--- config.mk ---
export PLATFORM = sky130hd
export DESIGN_NAME = mem_arbiter_flat
export DESIGN_NICKNAME = d
export VERILOG_FILES = /design/src/rtl/mem_arbiter_if.sv /design/src/rtl/mem_arbiter.sv /design/src/flat_wrapper.sv
export SDC_FILE = /design/constraint.sdc
export NUM_CORES = 1
export LEC_CHECK = 0
export CAP_MARGIN = 20
export CORE_AREA = 2 2 105 107
export CTS_CLUSTER_DIAMETER = 120
export DETAILED_ROUTE_END_ITERATION = 8
export DIE_AREA = 0 0 107 109
export HOLD_SLACK_MARGIN = 0.03
export PLACE_DENSITY = 0.72
export SYNTH_ARGS = -nofsm -noshare
export SYNTH_HDL_FRONTEND = slang
export SYNTH_SLANG_ARGS = --single-unit
--- constraint.sdc ---
create_clock -name CLK -period 3.6 [get_ports CLK]
set_input_delay 0.72 -clock CLK [delete_from_list [all_inputs] [get_ports CLK]]
set_output_delay 0.72 -clock CLK [all_outputs]
set_load 0.01 [all_outputs]
--- src/rtl/mem_arbiter_if.sv ---
// rtl/mem_arbiter_if.sv - bus bundle between the fetch/data requesters, the SRAM and mem_arbiter
//
// Signal groups:
//   I_*        instruction fetch port (request/address in, grant/response out)
//   D_*        data port (request/address/we/size/wdata in, grant/response/error out)
//   M_*        single-port SRAM (M_DO in, all others out of the arbiter)
//   STALL_CNT  saturating count of fetch stall cycles
// Modports: slave = arbiter side, master = requesters/SRAM side.
interface mem_arbiter_if;
  logic        I_REQ;
  logic [31:0] I_ADDR;
  logic        I_GNT;
  logic        I_RVALID;
  logic [31:0] I_RDATA;

  logic        D_REQ;
  logic [31:0] D_ADDR;
  logic        D_WE;
  logic [1:0]  D_SIZE;
  logic [31:0] D_WDATA;
  logic        D_GNT;
  logic        D_RVALID;
  logic [31:0] D_RDATA;
  logic        D_ERR;

  logic        M_CSN;
  logic [11:0] M_ADDR;
  logic        M_WE;
  logic [3:0]  M_BE;
  logic [31:0] M_DI;
  logic [31:0] M_DO;

  logic [15:0] STALL_CNT;

  modport slave (
    input  I_REQ, I_ADDR, D_REQ, D_ADDR, D_WE, D_SIZE, D_WDATA, M_DO,
    output I_GNT, I_RVALID, I_RDATA, D_GNT, D_RVALID, D_RDATA, D_ERR,
    output M_CSN, M_ADDR, M_WE, M_BE, M_DI, STALL_CNT
  );

  modport master (
    output I_REQ, I_ADDR, D_REQ, D_ADDR, D_WE, D_SIZE, D_WDATA, M_DO,
    input  I_GNT, I_RVALID, I_RDATA, D_GNT, D_RVALID, D_RDATA, D_ERR,
    input  M_CSN, M_ADDR, M_WE, M_BE, M_DI, STALL_CNT
  );
endinterface

--- src/rtl/mem_arbiter.sv ---
// rtl/mem_arbiter.sv - fetch/data arbiter in front of a single-port SRAM
//
// Ports:
//   CLK    sole clock, rising edge
//   RESET  synchronous, active-high reset
//   bus    mem_arbiter_if.slave: fetch port, data port, SRAM port, STALL_CNT
// Grants are combinational; one access per cycle; read data returns one cycle
// after the grant, steered by a registered response tag.
module mem_arbiter #(
  parameter int MAX_D_STREAK = 3
) (
  input  logic          CLK,
  input  logic          RESET,
  mem_arbiter_if.slave  bus
);

  localparam int SW = ($clog2(MAX_D_STREAK + 1) < 2) ? 2 : $clog2(MAX_D_STREAK + 1);
  localparam logic [SW-1:0] STREAK_MAX = SW'(MAX_D_STREAK);

  typedef enum logic [1:0] {
    TAG_NONE = 2'd0,
    TAG_I    = 2'd1,
    TAG_D    = 2'd2
  } tag_kind_e;

  tag_kind_e   tag_kind_q, tag_kind_d;
  logic [1:0]  tag_size_q, tag_size_d;
  logic [1:0]  tag_off_q, tag_off_d;
  logic [SW-1:0] streak_q, streak_d;
  logic [15:0] stall_q, stall_d;

  logic        d_ill;
  logic        i_win;
  logic        i_gnt;
  logic        d_gnt;
  logic        d_go;
  logic [3:0]  d_be;
  logic [31:0] d_di;
  logic [31:0] d_shifted;
  logic        i_rvalid;
  logic        d_rvalid;

  // Request decode and grant.
  always_comb begin
    d_ill = (bus.D_SIZE == 2'b11)
          | ((bus.D_SIZE == 2'b01) & bus.D_ADDR[0])
          | ((bus.D_SIZE == 2'b10) & (bus.D_ADDR[1:0] != 2'b00));
    // Fetch wins only when data is idle or data has used up its streak.
    i_win = bus.I_REQ & (~bus.D_REQ | (streak_q == STREAK_MAX));
    i_gnt = ~RESET & i_win;
    d_gnt = ~RESET & bus.D_REQ & ~i_win;
    // An illegal data request is accepted (and flagged) but never reaches SRAM.
    d_go  = d_gnt & ~d_ill;
  end

  // Data-side byte enables and lane-replicated write data.
  always_comb begin
    d_be = 4'b1111;
    d_di = bus.D_WDATA;
    case (bus.D_SIZE)
      2'b00: begin
        d_be = 4'b0001 << bus.D_ADDR[1:0];
        d_di = {4{bus.D_WDATA[7:0]}};
      end
      2'b01: begin
        d_be = bus.D_ADDR[1] ? 4'b1100 : 4'b0011;
        d_di = {2{bus.D_WDATA[15:0]}};
      end
      default: begin
        d_be = 4'b1111;
        d_di = bus.D_WDATA;
      end
    endcase
  end

  // SRAM port: idle values unless an access actually issues.
  always_comb begin
    bus.M_CSN  = 1'b1;
    bus.M_ADDR = 12'h000;
    bus.M_WE   = 1'b0;
    bus.M_BE   = 4'b0000;
    bus.M_DI   = 32'h0000_0000;
    if (i_gnt) begin
      bus.M_CSN  = 1'b0;
      bus.M_ADDR = bus.I_ADDR[13:2];
      bus.M_BE   = 4'b1111;
    end else if (d_go) begin
      bus.M_CSN  = 1'b0;
      bus.M_ADDR = bus.D_ADDR[13:2];
      bus.M_WE   = bus.D_WE;
      bus.M_BE   = d_be;
      if (bus.D_WE) begin
        bus.M_DI = d_di;
      end
    end
  end

  // Grant/error outputs.
  always_comb begin
    bus.I_GNT     = i_gnt;
    bus.D_GNT     = d_gnt;
    bus.D_ERR     = d_gnt & d_ill;
    bus.STALL_CNT = stall_q;
  end

  // Read response, steered by the tag captured at the grant edge. RESET masks
  // a response already in flight so a read granted just before reset is dropped.
  always_comb begin
    i_rvalid     = ~RESET & (tag_kind_q == TAG_I);
    d_rvalid     = ~RESET & (tag_kind_q == TAG_D);
    d_shifted    = bus.M_DO >> {tag_off_q, 3'b000};
    bus.I_RVALID = i_rvalid;
    bus.D_RVALID = d_rvalid;
    bus.I_RDATA  = 32'h0000_0000;
    bus.D_RDATA  = 32'h0000_0000;
    if (i_rvalid) begin
      bus.I_RDATA = bus.M_DO;
    end
    if (d_rvalid) begin
      case (tag_size_q)
        2'b00:   bus.D_RDATA = {24'h000000, d_shifted[7:0]};
        2'b01:   bus.D_RDATA = {16'h0000, d_shifted[15:0]};
        default: bus.D_RDATA = d_shifted;
      endcase
    end
  end

  // Next-state: streak, stall counter, response tag.
  always_comb begin
    streak_d   = streak_q;
    stall_d    = stall_q;
    tag_kind_d = TAG_NONE;
    tag_size_d = 2'b00;
    tag_off_d  = 2'b00;

    if (!bus.I_REQ || i_gnt) begin
      streak_d = '0;
    end else if (d_gnt && (streak_q != STREAK_MAX)) begin
      streak_d = streak_q + 1'b1;
    end

    if (bus.I_REQ && !i_gnt && (stall_q != 16'hFFFF)) begin
      stall_d = stall_q + 16'd1;
    end

    if (i_gnt) begin
      tag_kind_d = TAG_I;
    end else if (d_go && !bus.D_WE) begin
      tag_kind_d = TAG_D;
      tag_size_d = bus.D_SIZE;
      tag_off_d  = bus.D_ADDR[1:0];
    end
  end

  always_ff @(posedge CLK) begin
    if (RESET) begin
      streak_q   <= '0;
      stall_q    <= 16'h0000;
      tag_kind_q <= TAG_NONE;
      tag_size_q <= 2'b00;
      tag_off_q  <= 2'b00;
    end else begin
      streak_q   <= streak_d;
      stall_q    <= stall_d;
      tag_kind_q <= tag_kind_d;
      tag_size_q <= tag_size_d;
      tag_off_q  <= tag_off_d;
    end
  end

endmodule

--- src/flat_wrapper.sv ---
// flat-port wrapper written by rule: the top's interface ports become plain ports
module mem_arbiter_flat 
#(
  parameter int MAX_D_STREAK = 3
)
  (CLK, RESET, bus_I_REQ, bus_I_ADDR, bus_D_REQ, bus_D_ADDR, bus_D_WE, bus_D_SIZE, bus_D_WDATA, bus_M_DO, bus_I_GNT, bus_I_RVALID, bus_I_RDATA, bus_D_GNT, bus_D_RVALID, bus_D_RDATA, bus_D_ERR, bus_M_CSN, bus_M_ADDR, bus_M_WE, bus_M_BE, bus_M_DI, bus_STALL_CNT);
  mem_arbiter_if bus_i ();
  input  logic CLK;
  input  logic RESET;
  input wire logic [$bits(bus_i.I_REQ)-1:0] bus_I_REQ;
  input wire logic [$bits(bus_i.I_ADDR)-1:0] bus_I_ADDR;
  input wire logic [$bits(bus_i.D_REQ)-1:0] bus_D_REQ;
  input wire logic [$bits(bus_i.D_ADDR)-1:0] bus_D_ADDR;
  input wire logic [$bits(bus_i.D_WE)-1:0] bus_D_WE;
  input wire logic [$bits(bus_i.D_SIZE)-1:0] bus_D_SIZE;
  input wire logic [$bits(bus_i.D_WDATA)-1:0] bus_D_WDATA;
  input wire logic [$bits(bus_i.M_DO)-1:0] bus_M_DO;
  output wire logic [$bits(bus_i.I_GNT)-1:0] bus_I_GNT;
  output wire logic [$bits(bus_i.I_RVALID)-1:0] bus_I_RVALID;
  output wire logic [$bits(bus_i.I_RDATA)-1:0] bus_I_RDATA;
  output wire logic [$bits(bus_i.D_GNT)-1:0] bus_D_GNT;
  output wire logic [$bits(bus_i.D_RVALID)-1:0] bus_D_RVALID;
  output wire logic [$bits(bus_i.D_RDATA)-1:0] bus_D_RDATA;
  output wire logic [$bits(bus_i.D_ERR)-1:0] bus_D_ERR;
  output wire logic [$bits(bus_i.M_CSN)-1:0] bus_M_CSN;
  output wire logic [$bits(bus_i.M_ADDR)-1:0] bus_M_ADDR;
  output wire logic [$bits(bus_i.M_WE)-1:0] bus_M_WE;
  output wire logic [$bits(bus_i.M_BE)-1:0] bus_M_BE;
  output wire logic [$bits(bus_i.M_DI)-1:0] bus_M_DI;
  output wire logic [$bits(bus_i.STALL_CNT)-1:0] bus_STALL_CNT;
  assign bus_i.I_REQ = bus_I_REQ;
  assign bus_i.I_ADDR = bus_I_ADDR;
  assign bus_i.D_REQ = bus_D_REQ;
  assign bus_i.D_ADDR = bus_D_ADDR;
  assign bus_i.D_WE = bus_D_WE;
  assign bus_i.D_SIZE = bus_D_SIZE;
  assign bus_i.D_WDATA = bus_D_WDATA;
  assign bus_i.M_DO = bus_M_DO;
  assign bus_I_GNT = bus_i.I_GNT;
  assign bus_I_RVALID = bus_i.I_RVALID;
  assign bus_I_RDATA = bus_i.I_RDATA;
  assign bus_D_GNT = bus_i.D_GNT;
  assign bus_D_RVALID = bus_i.D_RVALID;
  assign bus_D_RDATA = bus_i.D_RDATA;
  assign bus_D_ERR = bus_i.D_ERR;
  assign bus_M_CSN = bus_i.M_CSN;
  assign bus_M_ADDR = bus_i.M_ADDR;
  assign bus_M_WE = bus_i.M_WE;
  assign bus_M_BE = bus_i.M_BE;
  assign bus_M_DI = bus_i.M_DI;
  assign bus_STALL_CNT = bus_i.STALL_CNT;
  mem_arbiter #(.MAX_D_STREAK(MAX_D_STREAK)) u_core (.CLK(CLK), .RESET(RESET), .bus(bus_i));
endmodule
# == Word level (Yosys, flattened, before mapping) ==
# Cells that the tools add are included.
# word_totals
regBits,24
inputBits,135
output_inout_bits,135
word_cells,70
# classes
n_addsub,2
n_eq_ne,9
n_shift,2
mux,19
n_bitwise,18
n_reduce_logical,14
# op_table
cell,count
$mux 32,5
$pmux 32 s2,2
$shr 32x5->32,1
$mux 12,2
$add 16x1->16 const B,1
$ne 16x16->1 const B,1
$mux 4,3
$and 1x1->1,10
$eq 2x2->1 const B,4
$pmux 4 s2,1
$eq 2x1->1 const B,3
$mux 1,5
$not 1->1,5
$logic_and 1x1->1,4
$logic_not 2->1,2
$reduce_or 2->1,2
$shl 1x2->4 const A,1
$logic_not 1->1,3
$or 1x1->1,3
$reduce_or 3->1,1
$add 2x1->2 const B,1
$mux 2,1
$ne 2x2->1 const B,1
$reduce_bool 2->1,1
$logic_or 1x1->1,1

# == Logic depth before layout (Yosys ltp) ==
# logic_depth
ltp_word,9
mapped_depth,6
ltp_nobuf,6

# == Worst setup path after synthesis ==
# OpenSTA, ideal clock, no wires.
# synth_timing
path_kind,input to output
start,input port bus_D_SIZE[0]
end,output port bus_M_DI[13]
arrival_time_ns,2.150
t_required_ns,2.880
slack_ns,0.730
path_stages,6
n_path_buf,2
path_cell_list,buf_2 -> or3_4 -> a2111oi_4 -> nand2_2 -> buf_2 -> a21oi_1
# synth_via
elab_chain_cells,8
word_cells_on_any_way,14
cone_classes,eq/ne: 3; mux: 4; bitwise: 6; reduce/logical: 1
# synth_lines
element,line,rtl
"start, declared",flat_wrapper.sv:15,input wire logic [$bits(bus_i.D_SIZE)-1:0] bus_D_SIZE;
$eq 2x1->1,"mem_arbiter.sv:46, mem_arbiter.sv:60",
$and 1x1->1,mem_arbiter.sv:46,| ((bus.D_SIZE == 2'b01) & bus.D_ADDR[0])
$or 1x1->1,mem_arbiter.sv:46,
$or 1x1->1,mem_arbiter.sv:47,| ((bus.D_SIZE == 2'b10) & (bus.D_ADDR[1:0] != 2'b00));
$not 1->1,mem_arbiter.sv:53,d_go = d_gnt & ~d_ill;
$and 1x1->1,mem_arbiter.sv:53,
$mux 32 (*),mem_arbiter.sv:87,end else if (d_go) begin
$mux 32 (*),mem_arbiter.sv:83,if (i_gnt) begin
"end, declared",flat_wrapper.sv:29,output wire logic [$bits(bus_i.M_DI)-1:0] bus_M_DI;
# Mark *: on every way between the ends. The rest lies on a longest branch, timed or not.

# == Final worst setup path ==
# layout_timing
start,input port bus_D_SIZE[0]
end,output port bus_M_ADDR[3]
# layout_via
elab_chain_cells,8
word_cells_on_any_way,11
cone_classes,eq/ne: 3; mux: 2; bitwise: 6
# layout_lines
element,line,rtl
$eq 2x1->1,mem_arbiter.sv:46,
$and 1x1->1,mem_arbiter.sv:46,
$or 1x1->1,mem_arbiter.sv:46,
$or 1x1->1 (*),mem_arbiter.sv:47,
$not 1->1 (*),mem_arbiter.sv:53,
$and 1x1->1 (*),mem_arbiter.sv:53,
$mux 12 (*),mem_arbiter.sv:87,
$mux 12 (*),mem_arbiter.sv:83,
"end, declared",flat_wrapper.sv:26,output wire logic [$bits(bus_i.M_ADDR)-1:0] bus_M_ADDR;
# Marked as above.

==> summary.md <==
| Metric | Value |
|---|---|
| Number of pins exceeding their max-slew limit in the final report | `0` |
| Number of clock sinks seen by CTS | `24` |
| Critical path class | `input port to primary output` |
| Sequential fraction of the synthesis area | `17.7%` |
| Fraction of final layout cells with drive strength greater than 1 | `6.66%` |
| Clock Path Buffers | `2` |
| Pin count of the biggest net entering global routing | `41` |
| Worst-case vdd ir drop | `0.000176 V` |
| Setup slack, reg-to-reg | `1450 ps` |
| Syn Inst Count | `387` |
| Post-route fraction of the period consumed by the critical path | `97.5%` |
| Worst skew pair latency | `260 ps` |
| Fillcell total | `1066` |
| Port bufs | `231` |
| Critical Path Sink Type | `primary output` |
| H-tree depth reported by CTS | `1` |
| Post-cts hold buffer count | `0` |
| Worst-Margin Slew | `714 ps` |
| Endpoint of the worst register-to-register path | `u_core.bus.STALL_CNT[0]` |
| Via count of the first global-routing pass | `3460` |
| Max_cap viols | `0` |
| Sw Share | `28.6%` |
| Main synth FF type | `sky130_fd_sc_hd__dfxtp_1` |
| Critical path peak fanout | `22` |
| Headroom to the max-slew limit | `52.0%` |
| Netlist Area Pre-Place | `2710 um^2` |
| Proportion of synthesized flip-flops having asynchronous set or reset | `0%` |
| Antenna cells | `0` |
| R2R cell count | `6` |
| # IOs | `270` |
| Area occupied by registers | `480 um^2` |
| # nets final | `754` |
| Switching power | `0.224 mW` |
| Combined area of the multi-input logic cells | `2080 um^2` |
| Area contributors post-synth | `sky130_fd_sc_hd__dfxtp_1, sky130_fd_sc_hd__mux2i_1, sky130_fd_sc_hd__and2_1` |
| Cell area reported after detailed placement | `5270 um^2` |
| Synthesized netlist net count | `524` |
| DRT antenna net count | `0` |
| Root Buffer Master | `sky130_fd_sc_hd__clkbuf_8` |
| Leak Pwr | `2.21 nW` |
| Number of optimization iterations in the first detailed-route pass | `4` |
| Total Wirelength | `11.7 mm` |
| Worst hold path class | `flop to flop` |
| Vias | `3692` |
| CTS tree | `yes` |
| Remaining design rule violation count | `0` |
| Share of power burned in the clock network | `23.1%` |
| Grt total ovfl | `0` |
| Total number of yosys warnings | `0` |
| Mean instance size in the synthesized netlist | `7.00 um^2` |
| Core Region | `10600 um^2` |
| Height of the die | `109 um` |
| Achievable Freq | `285 MHz` |
| Final Instance Area | `5300 um^2` |
| FF-to-FF Start | `u_core.bus.STALL_CNT[0]` |
| Clock Skews | `1.24 ps` |
| Number of enable flip-flop cells after synthesis | `0` |
| Internal Pwr Total | `0.558 mW` |
| Startpoint of the most critical hold path | `u_core.streak_q[0]` |
| Outcome | `complete, no violations` |
| Cell taking the most area after synthesis | `sky130_fd_sc_hd__dfxtp_1` |
| Combinational share of power | `42.0%` |
| Die outline area | `11700 um^2` |
| WL per Instance | `15.5 um` |
| Global placement routability congestion | `0.829` |
| Part of the power in registers | `34.9%` |
| Startpoint of the worst setup timing path | `bus_D_SIZE[0]` |
| Wire length of the first global-routing pass | `17.9 mm` |
| Post-layout min period | `3510 ps` |
| Power per standard cell area | `148 nW/um^2` |
| Number of failing hold endpoints at the final stage | `0` |
| Synthesis-to-finish area growth | `95.4%` |
| Capture point of the worst path | `bus_M_ADDR[3]` |
| Area share of the leading cell type in the synthesized netlist | `17.7%` |
| Inserted Clock Buffers | `3` |
| Critical Path Source Type | `input port` |
| Clock transition at the register clock pins on the worst setup and hold paths after CTS | `80 ps` |
| Post-route setup slack | `89.6 ps` |
| Final setup vio count | `0` |
| Via density per instance | `4.88` |
| Horizontal extent of the die | `107 um` |
| Arrival time worst endpoint | `2790 ps` |
| Cell Rows | `38` |
| Library cells used by synthesis | `43` |
| Initial antenna violation count | `0` |
| DRC marker count from the first detailed-route iteration | `189` |
| Required time of the critical path | `2880 ps` |
| Setup Slack @ Placement | `-107 ps` |
| Starting density of the core | `25.6%` |
| Half-perimeter wire length of the detailed placement result | `9.46 mm` |
| Register bit count reported by yosys | `24` |
| Total global routing track utilization | `18.6%` |
-- worst max-delay path, cell delays in order --
cell                              delay [ps]
sky130_fd_sc_hd__clkdlybuf4s50_1         440
sky130_fd_sc_hd__or3_4                   420
sky130_fd_sc_hd__a2111oi_4               410
sky130_fd_sc_hd__buf_4                   180
sky130_fd_sc_hd__buf_8                   160
sky130_fd_sc_hd__a22o_1                  160
sky130_fd_sc_hd__dlygate4sd2_1           280
-- worst min path at each step --
stage	cells after the start	end	slack, ps
floorplan	1	u_core.streak_q[0]	400
global placement	1	u_core.streak_q[0]	410
detailed placement	1	u_core.streak_q[0]	420
global route	1	u_core.streak_q[0]	450
finish	1	u_core.streak_q[0]	430
CTS	1	u_core.streak_q[0]	430
-- cells by family after synthesis --
family          after synthesis  share of synthesized area, %
flops                        24                          17.7
mux                          40                          15.1
fa+ha+maj                     2                         0.923
compound gates               97                          24.2
xor+xnor                      1                         0.323
buf+inv                      38                          5.63
simple gates                185                          36.1
-- power groups by stage --
stage | logic (mW) | registers, mW | clock network [mW]
3_5_place_dp | 0.334 | 0.279 | 0
4_1_cts | 0.328 | 0.273 | 0.186
5_1_grt | 0.355 | 0.274 | 0.198
2_1_floorplan | 0.123 | 0.279 | 0
6_report | 0.329 | 0.273 | 0.181
3_3_place_gp | 0.330 | 0.279 | 0
-- state kept, by name, indices dropped and copies added, names as in the netlist --
register,flops
u_core.bus.STALL_CNT,16
u_core.tag_size_q,2
u_core.streak_q,2
u_core.tag_off_q,2
u_core.tag_kind_q,2
-- cells in the final DEF, fill, tap and decap left out, drive strengths merged, types with 2 or more instances in the layout --
cell           synthesis  layout
and4                   2       2
o21ai                 16      16
nor3                   3       3
a211oi                19      19
a21oi                 34      34
o31ai                  7       7
and3                  11      11
nand2                 16      16
nand4                  4       4
or4                    4       4
nor4                   2       2
clkdlybuf4s50          0     185
dlymetal6s2s           0       2
nand2b                 2       2
inv                    9       9
buf                   10      23
dlygate4sd2            0      43
mux2                   7       7
and2                  46      46
nand3                  4       4
o2111ai                2       2
ha                     2       2
nor2                  62      62
dfxtp                 24      24
a22o                  12      12
nor3b                  2       2
nor2b                 19      19
clkbuf                19       4
mux2i                 33      33
or3                    4       4
-- per-stage QoR --
step	setup TNS (ps)	total power [mW]	instances	hold slack [ps]	util, %
floorplan	0	0.402	387	396	-
detailed placement	-2180	0.613	751	417	49.7
finish	0	0.782	756	426	49.9
CTS	0	0.786	755	429	49.8
global route	-1.31	0.827	756	454	49.9
global placement	-2160	0.609	751	409	49.7
-- repair_timing --
| item | 4_1_cts | 5_1_grt |
|---|---|---|
| pin swaps | 0 | 1 |
| gates resized for setup | 45 | 4 |
| endpoints found under the setup margin | 44 | 1 |
| buffers inserted | 0 | 1 |
-- synthesized netlist by cell type (all sizes together) (2+ instances only) --
cell	count
a211oi	19
a21oi	34
a22o	12
and2	46
and3	11
and4	2
buf	10
clkbuf	19
dfxtp	24
ha	2
inv	9
mux2	7
mux2i	33
nand2	16
nand2b	2
nand3	4
nand4	4
nor2	62
nor2b	19
nor3	3
nor3b	2
nor4	2
o2111ai	2
o21ai	16
o31ai	7
or3	4
or4	4
-- routing by layer --
| layer | share of wire [%] | GRT usage, % | up-vias |
|---|---|---|---|
| li1 | - | - | 1840 |
| met1 | 43 | 24.6 | 1694 |
| met2 | 50 | 32.8 | 150 |
| met3 | 6.2 | 2.69 | 8 |
| met4 | 0.92 | 3.25 | 0 |
| met5 | 0 | 0 | - |
-- layout make-up --
type,count,share of cell area (%)
Timing Repair Buffer,254,46.6
Multi-Input combinational cell,325,39.3
Sequential cell,24,9.07
Tap cell,140,3.31
Clock buffer,4,1.04
Inverter,9,0.638
No activity file was read; power rests on OpenSTA's default activity.
